===== src/rtl/i2c_pkg.sv =====
// Shared types and helpers for the I2C configuration sequencer.
package i2c_pkg;

    localparam int REGDATA_W = 27;

    typedef enum logic [2:0] {
        S_PWRUP    = 3'd0,
        S_IDLE     = 3'd1,
        S_LOAD     = 3'd2,
        S_LAUNCH   = 3'd3,
        S_WAIT_END = 3'd4,
        S_GAP      = 3'd5,
        S_DONE     = 3'd6,
        S_FAIL     = 3'd7
    } seq_state_e;

    // Ones after each byte leave the slave's ack slot released on the bus.
    function automatic logic [REGDATA_W-1:0] pack_regdata(input logic [23:0] d);
        return {d[23:16], 1'b1, d[15:8], 1'b1, d[7:0], 1'b1};
    endfunction

endpackage


===== src/rtl/i2c_config_seq.sv =====
// Walks the config table through the I2C_write engine with retry, bus gap
// and timeout handling; reports done / error with the failing index.
module i2c_config_seq
    import i2c_pkg::*;
#(
    parameter int NUM_ENTRIES    = 11,
    parameter int IDX_W          = 4,
    parameter int MAX_RETRY      = 3,
    parameter int GAP_CYCLES     = 1000,
    parameter int PWRUP_CYCLES   = 20000,
    parameter int TIMEOUT_CYCLES = 4096
) (
    input  logic                 CLK,
    input  logic                 reset,
    input  logic                 start,
    output logic [IDX_W-1:0]     rom_idx,
    input  logic [23:0]          rom_data,
    output logic [REGDATA_W-1:0] regdata,
    output logic                 GO,
    input  logic                 END,
    input  logic                 ACK,
    output logic                 busy,
    output logic                 done,
    output logic                 error,
    output logic [IDX_W-1:0]     fail_idx
);

    // One counter serves power-up delay, bus gap and END timeout; only one is live at a time.
    localparam int CNT_MAX = (PWRUP_CYCLES > GAP_CYCLES)
        ? ((PWRUP_CYCLES > TIMEOUT_CYCLES) ? PWRUP_CYCLES : TIMEOUT_CYCLES)
        : ((GAP_CYCLES > TIMEOUT_CYCLES) ? GAP_CYCLES : TIMEOUT_CYCLES);
    localparam int CNT_W = $clog2(CNT_MAX) + 1;
    localparam int RT_W  = $clog2(MAX_RETRY + 1) + 1;

    seq_state_e             state_r, state_nxt;
    logic [CNT_W-1:0]       cnt_r, cnt_nxt;
    logic [RT_W-1:0]        retry_r, retry_nxt;
    logic [IDX_W-1:0]       idx_r, idx_nxt;
    logic [IDX_W-1:0]       fail_idx_r, fail_idx_nxt;
    logic [REGDATA_W-1:0]   regdata_r, regdata_nxt;
    logic                   go_r, busy_r, done_r, error_r;
    logic                   go_nxt, busy_nxt, done_nxt, error_nxt;
    logic                   timeout_s;

    assign timeout_s = (cnt_r == CNT_W'(TIMEOUT_CYCLES - 1));

    // Next-state, counter and output decode
    always_comb begin
        state_nxt    = state_r;
        cnt_nxt      = CNT_W'(0);
        retry_nxt    = retry_r;
        idx_nxt      = idx_r;
        fail_idx_nxt = fail_idx_r;
        regdata_nxt  = regdata_r;
        done_nxt     = done_r;
        error_nxt    = error_r;
        case (state_r)
            S_PWRUP: begin
                if (cnt_r == CNT_W'(PWRUP_CYCLES - 1)) begin
                    state_nxt = S_LOAD;
                end else begin
                    cnt_nxt = cnt_r + CNT_W'(1);
                end
            end
            S_IDLE: begin
                if (start) begin
                    done_nxt  = 1'b0;
                    error_nxt = 1'b0;
                    retry_nxt = RT_W'(0);
                    idx_nxt   = IDX_W'(0);
                    state_nxt = S_LOAD;
                end else begin
                    state_nxt = S_IDLE;
                end
            end
            S_LOAD: begin
                regdata_nxt = pack_regdata(rom_data);
                state_nxt   = S_LAUNCH;
            end
            S_LAUNCH: begin
                state_nxt = S_WAIT_END;
            end
            S_WAIT_END: begin
                // END wins over a coincident timeout
                if (END && !ACK) begin
                    retry_nxt = RT_W'(0);
                    if (idx_r == IDX_W'(NUM_ENTRIES - 1)) begin
                        done_nxt  = 1'b1;
                        state_nxt = S_DONE;
                    end else begin
                        idx_nxt   = idx_r + IDX_W'(1);
                        state_nxt = S_GAP;
                    end
                end else if (END || timeout_s) begin
                    if (retry_r < RT_W'(MAX_RETRY)) begin
                        retry_nxt = retry_r + RT_W'(1);
                        state_nxt = S_GAP;
                    end else begin
                        fail_idx_nxt = idx_r;
                        error_nxt    = 1'b1;
                        state_nxt    = S_FAIL;
                    end
                end else begin
                    cnt_nxt = cnt_r + CNT_W'(1);
                end
            end
            S_GAP: begin
                if (cnt_r == CNT_W'(GAP_CYCLES - 1)) begin
                    state_nxt = S_LOAD;
                end else begin
                    cnt_nxt = cnt_r + CNT_W'(1);
                end
            end
            S_DONE:  state_nxt = S_IDLE;
            S_FAIL:  state_nxt = S_IDLE;
            default: state_nxt = S_PWRUP;
        endcase
        go_nxt   = (state_nxt == S_LAUNCH);
        busy_nxt = (state_nxt == S_LOAD) || (state_nxt == S_LAUNCH) ||
                   (state_nxt == S_WAIT_END) || (state_nxt == S_GAP);
    end

    // State, counters and registered outputs
    always_ff @(posedge CLK or negedge reset) begin
        if (!reset) begin
            state_r    <= S_PWRUP;
            cnt_r      <= CNT_W'(0);
            retry_r    <= RT_W'(0);
            idx_r      <= IDX_W'(0);
            fail_idx_r <= IDX_W'(0);
            regdata_r  <= REGDATA_W'(0);
            go_r       <= 1'b0;
            busy_r     <= 1'b0;
            done_r     <= 1'b0;
            error_r    <= 1'b0;
        end else begin
            state_r    <= state_nxt;
            cnt_r      <= cnt_nxt;
            retry_r    <= retry_nxt;
            idx_r      <= idx_nxt;
            fail_idx_r <= fail_idx_nxt;
            regdata_r  <= regdata_nxt;
            go_r       <= go_nxt;
            busy_r     <= busy_nxt;
            done_r     <= done_nxt;
            error_r    <= error_nxt;
        end
    end

    assign rom_idx  = idx_r;
    assign regdata  = regdata_r;
    assign GO       = go_r;
    assign busy     = busy_r;
    assign done     = done_r;
    assign error    = error_r;
    assign fail_idx = fail_idx_r;

endmodule

===== config.mk =====
export PLATFORM = sky130hd
export DESIGN_NAME = i2c_config_seq
export DESIGN_NICKNAME = d
export VERILOG_FILES = /design/src/rtl/i2c_pkg.sv /design/src/rtl/i2c_config_seq.sv
export SDC_FILE = /design/constraint.sdc
export NUM_CORES = 1
export LEC_CHECK = 0
export ABC_AREA = 0
export ABC_CLOCK_PERIOD_IN_PS = 4200
export CORE_MARGIN = 4
export CORE_UTILIZATION = 35
export CTS_BUF_LIST = sky130_fd_sc_hd__clkbuf_8
export DETAILED_ROUTE_END_ITERATION = 16
export PLACE_DENSITY = 0.7
export SYNTH_ARGS = -nofsm -noshare
export SYNTH_HDL_FRONTEND = slang
export SYNTH_SLANG_ARGS = --single-unit

===== constraint.sdc =====
create_clock -name CLK -period 4.2 [get_ports CLK]
set_clock_uncertainty 0.2 [all_clocks]
set_input_delay 0.84 -clock CLK [delete_from_list [all_inputs] [get_ports CLK]]
set_output_delay 0.84 -clock CLK [all_outputs]
set_load 0.01 [all_outputs]

======== Word level (Yosys, flattened, before mapping) ========
Index checks and enable logic that the tools add are counted.
cells by class
  add/subtract/negate cells ............... 3
  $lt $le $gt $ge ......................... 1
  eq/ne operators ......................... 24
  muxes and demuxes ....................... 30
  bitwise logic cells ..................... 2
  reduce and logical (&&, ||, !) cells .... 14
operators with widths
  kind                     number
  $mux W16                 4
  $pmux W16 S3             1
  $mux W3                  8
  $pmux W3 S7              1
  $eq A3 B3 Y1 const B     6
  $add A16 B1 Y16 const B  1
  $eq A16 B10 Y1 const B   1
  $eq A16 B12 Y1 const B   1
  $eq A16 B15 Y1 const B   1
  $reduce_and A4 Y1        4
  $ne A2 B2 Y1 const B     7
  $eq A3 B2 Y1 const B     4
  $mux W4                  3
  $pmux W4 S2              1
  $mux W1                  6
  $mux W2                  3
  $ne A3 B3 Y1 const B     2
  $pmux W3 S2              1
  $reduce_and A5 Y1        1
  $add A4 B1 Y4 const B    1
  $eq A4 B4 Y1 const B     1
  $logic_or A1 B1 Y1       4
  $pmux W1 S2              2
  $add A3 B1 Y3 const B    1
  8 further kinds          9
word-level totals
  flip-flop bits (word level) ............. 61
  bits of input ports ..................... 29
  output and inout bits ................... 39
  logic and storage cells ................. 84

======== Depth between registers and ports, before layout ========
Gate-level depths: netlist (run 1).
  word-level depth ........................ 9
  mapped depth ............................ 7

======== Worst setup path before layout (run 1) ========
OpenSTA, ideal clock, no wires.
  kind .................................... flip-flop to flip-flop
  from .................................... register cnt_r[12]
  to ...................................... register retry_r[0]
  arrival time ............................ 1.988 ns
  path slack .............................. 1.888 ns
  cell stages (with the launch flop) ...... 6
  buffers on the path ..................... 0
  period minus slack after synthesis ...... 2.312 ns
  path through ............................ dfrtp_1 -> or4_4 -> o41ai_4 -> nand2_1 -> o21ai_2 -> mux2_2
on the way
  word-level cells in the longest chain between the ends .. 4
RTL lines
  what                         RTL line               text
  from (decl)                  i2c_config_seq.sv:36   logic [CNT_W-1:0] cnt_r, cnt_nxt;
  from (signal assigned)       i2c_config_seq.sv:138  cnt_r <= cnt_nxt;
  $eq A16 B12 Y1               i2c_config_seq.sv:45   assign timeout_s = (cnt_r == CNT_W'(TIMEOUT_CYCLES - 1));
  $logic_or A1 B1 Y1           i2c_config_seq.sv:94   end else if (END || timeout_s) begin
  $ne A3 B3 Y1 (no line)       --
  $reduce_and A4 Y1 (no line)  --
  to (signal assigned)         i2c_config_seq.sv:139  retry_r <= retry_nxt;
  to (decl)                    i2c_config_seq.sv:37   logic [RT_W-1:0] retry_r, retry_nxt;
No other way between the ends.
A chain may end at the register's enable or synchronous reset.

======== Final worst setup path (run 1) ========
  from .................................... register cnt_r[13]
  to ...................................... register cnt_r[13]
on the way
  word-level cells in the longest chain between the ends .. 5
  elaborated cells on any way between the ends .. 10
RTL lines
  what                                                                     RTL line              text
  parallel branches: the longest is 4 deep, another holds $add A16 B1 Y16  --
  $pmux W16 S3 (*)                                                         i2c_config_seq.sv:57  case (state_r)
  named net cnt_nxt[13]                                                    i2c_config_seq.sv:36
Mark *: on every way through the listed nets, which the timed path passes.

==> results_dict.tcl, run 1 <==
set metrics [dict create \
    syn-cell-area_sq_um 2680 \
    num_io_pins 68 \
    hold_class "reg -> reg" \
    synth.distinct_cells 40 \
    setup_tns_ps 0 \
    diodes 0 \
    ant_nets 0 \
    reg2reg_slack_ps 1600 \
    required_ps 4190 \
    avgRoutedWirePerCell_microns 13.6 \
    synth.avg_cell_area_sq_um 12.0 \
    p_comb_share_pct 35.6 \
    power_leakage_nw 1.52 \
    cts.sinks 59 \
    dieArea_sq_um 9110 \
    numCtsBuffers 9 \
    grt_usage_pct 13.5 \
    cellPowerDensity_nw_per_um2 615 \
    cts-root-buf "clkbuf_8" \
    min_period_over_period_pct 62.0 \
    post_cts_buffers 0 \
    switching_share_pct 30.5 \
    slew_violations 0 \
    max-clock-path-buffers 2 \
    synthTopCellsByArea "dfrtp_1 55%, mux2_2 12%, xor2_1 3.6%, nor2_1 3.1%, ha_1 1.9%" \
    seq_area_sq_um 1480 \
    max_freq_mhz 384 \
    initial_core_util_pct 36.5 \
    crit_end "cnt_r[13]$_DFF_PN0_" \
    power.switching_mw 0.686 \
    drive_gt1_share_pct 19.1 \
    syn_nets 257 \
    vias 1908 \
    timing_worst_setup_path_type "reg -> reg" \
    path_max_fanout 15 \
    dr.first_iter.drc_count 68 \
    fp.dieW_microns 95.5 \
    die_y_microns 95.5 \
    pwr-share-clk_pct 25.6 \
    ff2ff_path_depth 5 \
    synth_flop_cell "dfrtp_1" \
    endpoint_kind "flop" \
    rr_endpoint "cnt_r[13]$_DFF_PN0_" \
    viasPerCell 4.79 \
    routed_wl_microns 5430 \
    synth_seq_cells 59 \
    grt_pass1_vias 2001 \
    syn_to_final_growth_pct 36.6 \
    grt_pass1_wl_microns 9450 \
    setup_violations 0 \
    synth_top_area_cell "dfrtp_1" \
    port-buffer-count 67 \
    setup.worst_path.start_class "flop" \
    multi_input_area_sq_um 1140 \
    synth_edf_count 0 \
    worstHoldPathCells 1 \
    dp_hpwl_microns 3910 \
    core-area_sq_um 7330 \
    crit_path_start "cnt_r[13]$_DFF_PN0_" \
    final_common_cell "clkdlybuf4s50_1" \
    fillerInstances 653 \
    worstHoldStart "cnt_r[0]$_DFF_PN0_" \
    slew_headroom_pct 22.2 \
    ys_warn_count 0 \
    hold_viol_final 0 \
    globalplace.congestion 0.797 \
    arrival_ps 2590 \
    cts-resized-gates 0 \
    r2r_start "cnt_r[13]$_DFF_PN0_" \
    grt_overflow 0 \
    antenna_found_initial 0 \
    synthArstFlopShare_pct 100 \
    fin_crit_ps 2600 \
    worstSkewPairLatency_ps 330 \
    layout_common_cells "66 x clkdlybuf4s50_1, 59 x dfrtp_1, 29 x mux2_2" \
    p_seq_share_pct 38.8 \
    clk_pin_slew_ps 70 \
    cts_tree "built" \
    placed_area_sq_um 3430 \
    synth_top_area_share_pct 55.1 \
    hold_buffers 0 \
    fin_area_sq_um 3660 \
    syn_inst 224 \
    ys_seq_area_share_pct 55.1 \
    grt_max_degree 44 \
    remaining_drc_errors 0 \
    rows 31 \
    dr.pass1.iters 6 \
    max-vdd-ir-drop_uv 303 \
    fin_nets 327 \
    cap_violations 0 \
    p_int_mw 1.56 \
    htree_num_levels 3 \
    worst_slew_pin_slew_ps 1170 \
    status "finished clean" \
    grt_setup_unrepaired "false" \
]
==> synthesized netlist by cell type (2+ instances only) <==
master	number
dfrtp_1	59
mux2_2	29
nor2_1	22
nand2_1	12
xor2_1	11
a21oi_1	9
nand3_1	9
nand4_1	7
and3_1	5
clkbuf_1	5
inv_1	5
o21ai_0	5
ha_1	4
nor2b_1	4
xnor2_1	4
a31oi_1	3
and4_1	3
buf_4	2
nand2b_1	2
nor3_1	2
nor4_1	2
or3_1	2
==> power groups by stage <==
| stage | logic, mW | clock network (mW) | registers [mW] |
|---|---|---|---|
| after floorplan | 0.399 | 0 | 0.908 |
| after global placement | 0.810 | 0 | 0.875 |
| after detailed placement | 0.819 | 0 | 0.881 |
| after CTS | 0.820 | 0.589 | 0.872 |
| after global routing | 0.875 | 0.626 | 0.898 |
| final | 0.801 | 0.576 | 0.872 |
==> worst min path at each step <==
stage	to	slack, ps
3_3_place_gp	cnt_r[0]$_DFF_PN0_	250
5_1_grt	cnt_r[0]$_DFF_PN0_	300
6_report	cnt_r[0]$_DFF_PN0_	260
4_1_cts	cnt_r[0]$_DFF_PN0_	260
2_1_floorplan	cnt_r[0]$_DFF_PN0_	230
3_5_place_dp	cnt_r[0]$_DFF_PN0_	250
==> routing by layer <==
layer / part of all wire (%) / up-vias / track usage [%]
met5: 0 / - / 0
met4: 1.4 / 0 / 4.03
met3: 6.0 / 8 / 5.68
met2: 48 / 43 / 20.9
met1: 44 / 928 / 17.3
li1: - / 929 / -
==> sequential cells by signal (all words and copies together), names as in the netlist <==
register	flops
state_r	3
busy	1
GO	1
fail_idx	4
regdata	25
cnt_r	16
rom_idx	4
error	1
retry_r	3
done	1
==> layout make-up <==
| cell class | count | share of cell area, % |
|---|---|---|
| clock inverters | 6 | 2.43 |
| multi-input cells | 151 | 31.1 |
| clock buffers | 10 | 3.76 |
| well taps | 99 | 3.39 |
| repair buffers | 68 | 18.4 |
| inverters | 5 | 0.513 |
| flip-flops and latches | 59 | 40.4 |
==> critical path, stage by stage (launching register included) <==
cell     delay (ps)
dfrtp_1         430
or4_4           570
o41ai_4         420
mux2i_1         150
a21oi_2         560
nor2_1          120
==> logic make-up after synthesis <==
group / share of synthesized area [%]
adders and majority gates: 1.87
xor gates and xnor gates: 4.91
and+or+nand+nor: 16.3
AOI/OAI and AO/OA: 6.68
buffers and inverters: 2.57
DFF: 55.1
muxes: 12.6
==> stage by stage <==
step	instances	utilization [%]	total power, mW	setup WS (ps)	hold slack, ps
3_3_place_gp	382	46.8	1.68	1530	245
2_1_floorplan	224	-	1.31	1890	230
3_5_place_dp	382	46.8	1.70	1500	251
6_report	398	49.9	2.25	1600	258
5_1_grt	398	49.9	2.40	1420	304
4_1_cts	398	49.9	2.28	1580	259
Note: power is estimated with default switching activity, not from simulation.
==> run 2, diff against run 1 <==
Settings changed: ABC_CLOCK_PERIOD_IN_PS 4200 to 2400.
Clock period 4.2 ns to 2.4 ns, I/O delays scaled along.
==> run 2 against run 1 <==
Sequential share of layout area decreased by 0.92 points; first-iteration DRC count rose by 8.8%; critical path depth did not move; register-to-register slack worse by 1500 ps; clock-buffer cell count did not move; worst setup slack worse by 1500 ps.
==> results_dict.tcl, run 2 (synthesis gave the netlist of run 1 again) <==
set metrics [dict create \
    remaining_drc_errors 0 \
    grt_usage_pct 13.9 \
    grt_pass1_vias 2139 \
    worst_slew_pin_slew_ps 722 \
    setup_tns_ps 0 \
    initial_core_util_pct 36.5 \
    fillerInstances 657 \
    drive_gt1_share_pct 22.4 \
    core-area_sq_um 7330 \
    slew_headroom_pct 51.8 \
    cts-root-buf "clkbuf_8" \
    switching_share_pct 30.7 \
    clk_pin_slew_ps 70 \
    dieArea_sq_um 9110 \
    cts.sinks 59 \
    syn_to_final_growth_pct 39.8 \
    cellPowerDensity_nw_per_um2 1040 \
    timing_worst_setup_path_type "reg -> reg" \
    hold_viol_final 0 \
    hold_class "in -> async" \
    avgRoutedWirePerCell_microns 13.6 \
    num_io_pins 68 \
    cts-resized-gates 0 \
    max-clock-path-buffers 2 \
    worstSkewPairLatency_ps 330 \
    fin_util_pct 51.0 \
    numCtsBuffers 9 \
    grt_overflow 0 \
    p_comb_share_pct 39.2 \
    grt_max_degree 60 \
    power_leakage_nw 1.60 \
    fin_cells 412 \
    dp_hpwl_microns 4030 \
    htree_num_levels 3 \
    hold_buffers 0 \
    final_common_cell "clkdlybuf4s50_1" \
    setup.worst_path.start_class "flop" \
    ant_nets 0 \
    max_freq_mhz 439 \
    post_cts_buffers 0 \
    status "finished clean" \
    cap_violations 0 \
    path_max_fanout 5 \
    grt_pass1_wl_microns 9870 \
    min_period_over_period_pct 94.8 \
    routed_wl_microns 5590 \
    setup_violations 0 \
    max-vdd-ir-drop_uv 506 \
    antenna_found_initial 0 \
    rows 31 \
    dr.pass1.iters 4 \
    globalplace.congestion 0.778 \
    viasPerCell 4.84 \
    fp.dieW_microns 95.5 \
    cts_tree "built" \
    vias 1994 \
    crit_path_start "cnt_r[12]$_DFF_PN0_" \
    pwr-share-clk_pct 22.2 \
    largest_reg_flops 25 \
    port-buffer-count 67 \
    endpoint_kind "flop" \
    grt_setup_unrepaired "false" \
    dpl.cell_count 395 \
    layout_common_cells "66 x clkdlybuf4s50_1, 59 x dfrtp_1, 29 x mux2_2" \
    diodes 0 \
    p_seq_share_pct 38.7 \
    p_int_mw 2.71 \
    fin_nets 341 \
    r2r_start "cnt_r[12]$_DFF_PN0_" \
    required_ps 2410 \
    slew_violations 0 \
    fin_crit_ps 2280 \
    dr.first_iter.drc_count 74 \
    die_y_microns 95.5 \
    arrival_ps 2290 \
    power.switching_mw 1.20 \
]
-- run 2: cell count changes in the layout (fill, tap and decap cells not counted) --
cell and delta:
clkinv_2 +2, clkinvlp_4 -1, buf_4 +13, bufinv_16 -1
clkinv_4 -1, buf_12 +1, inv_1 +1
-- run 2: path summary, 6_finish.rpt --
check                                                to  slack (ps)  cells after the start
min in group CLK                     cnt_r[0]$_DFF_PN0_         250                      1
worst max-delay path             retry_r[0]$_DFFE_PN0P_         120                      5
worst min register to register       cnt_r[0]$_DFF_PN0_         250                      1
max in group asynchronous        retry_r[1]$_DFFE_PN0P_        1430                      2
worst min-delay path            regdata[17]$_DFFE_PN0P_          90                      2
worst max register to register   retry_r[0]$_DFFE_PN0P_         120                      5
-- run 2: worst max-delay path, cell delays in order, from the launching register on --
cell	delay, ps
dfrtp_1	390
or4_4	580
o41ai_4	330
nand2_1	140
o21ai_2	170
mux2_2	340
-- run 2: power groups by stage --
stage	logic, mW	registers (mW)	clock network, mW
2_1_floorplan	0.698	1.59	0
3_3_place_gp	1.53	1.51	0
3_5_place_dp	1.55	1.53	0
4_1_cts	1.56	1.52	0.895
5_1_grt	1.67	1.55	0.956
6_report	1.53	1.51	0.866
-- run 2: area by class of cell --
| class | instances | area, sq um | share of cell area (%) |
|---|---|---|---|
| clock buffer | 10 | 138 | 3.68 |
| multi-input combinational | 151 | 1140 | 30.4 |
| inverter | 5 | 18.8 | 0.502 |
| tap | 99 | 124 | 3.31 |
| timing repair buffer | 82 | 791 | 21.1 |
| clock inverter | 6 | 56.3 | 1.50 |
| sequential | 59 | 1480 | 39.5 |
-- run 2: metal layers --
layer  global-route usage [%]  part of all wire (%)  up-vias
li1                         -                     -      960
met1                     16.9                    43      967
met2                     22.9                    50       61
met3                     5.52                   5.8        6
met4                     3.55                   1.3        0
met5                        0                     0        -
-- run 2: per-stage QoR --
stage	worst slack (ps)	hold slack [ps]	total power [mW]	instance area, sq um
3_3_place_gp	87.2	245	3.05	3540
5_1_grt	5.61	140	4.18	3740
4_1_cts	26.3	112	3.97	3730
6_report	124	86.9	3.90	3740
3_5_place_dp	52.6	252	3.08	3540
2_1_floorplan	87.8	-15.6	2.29	2680
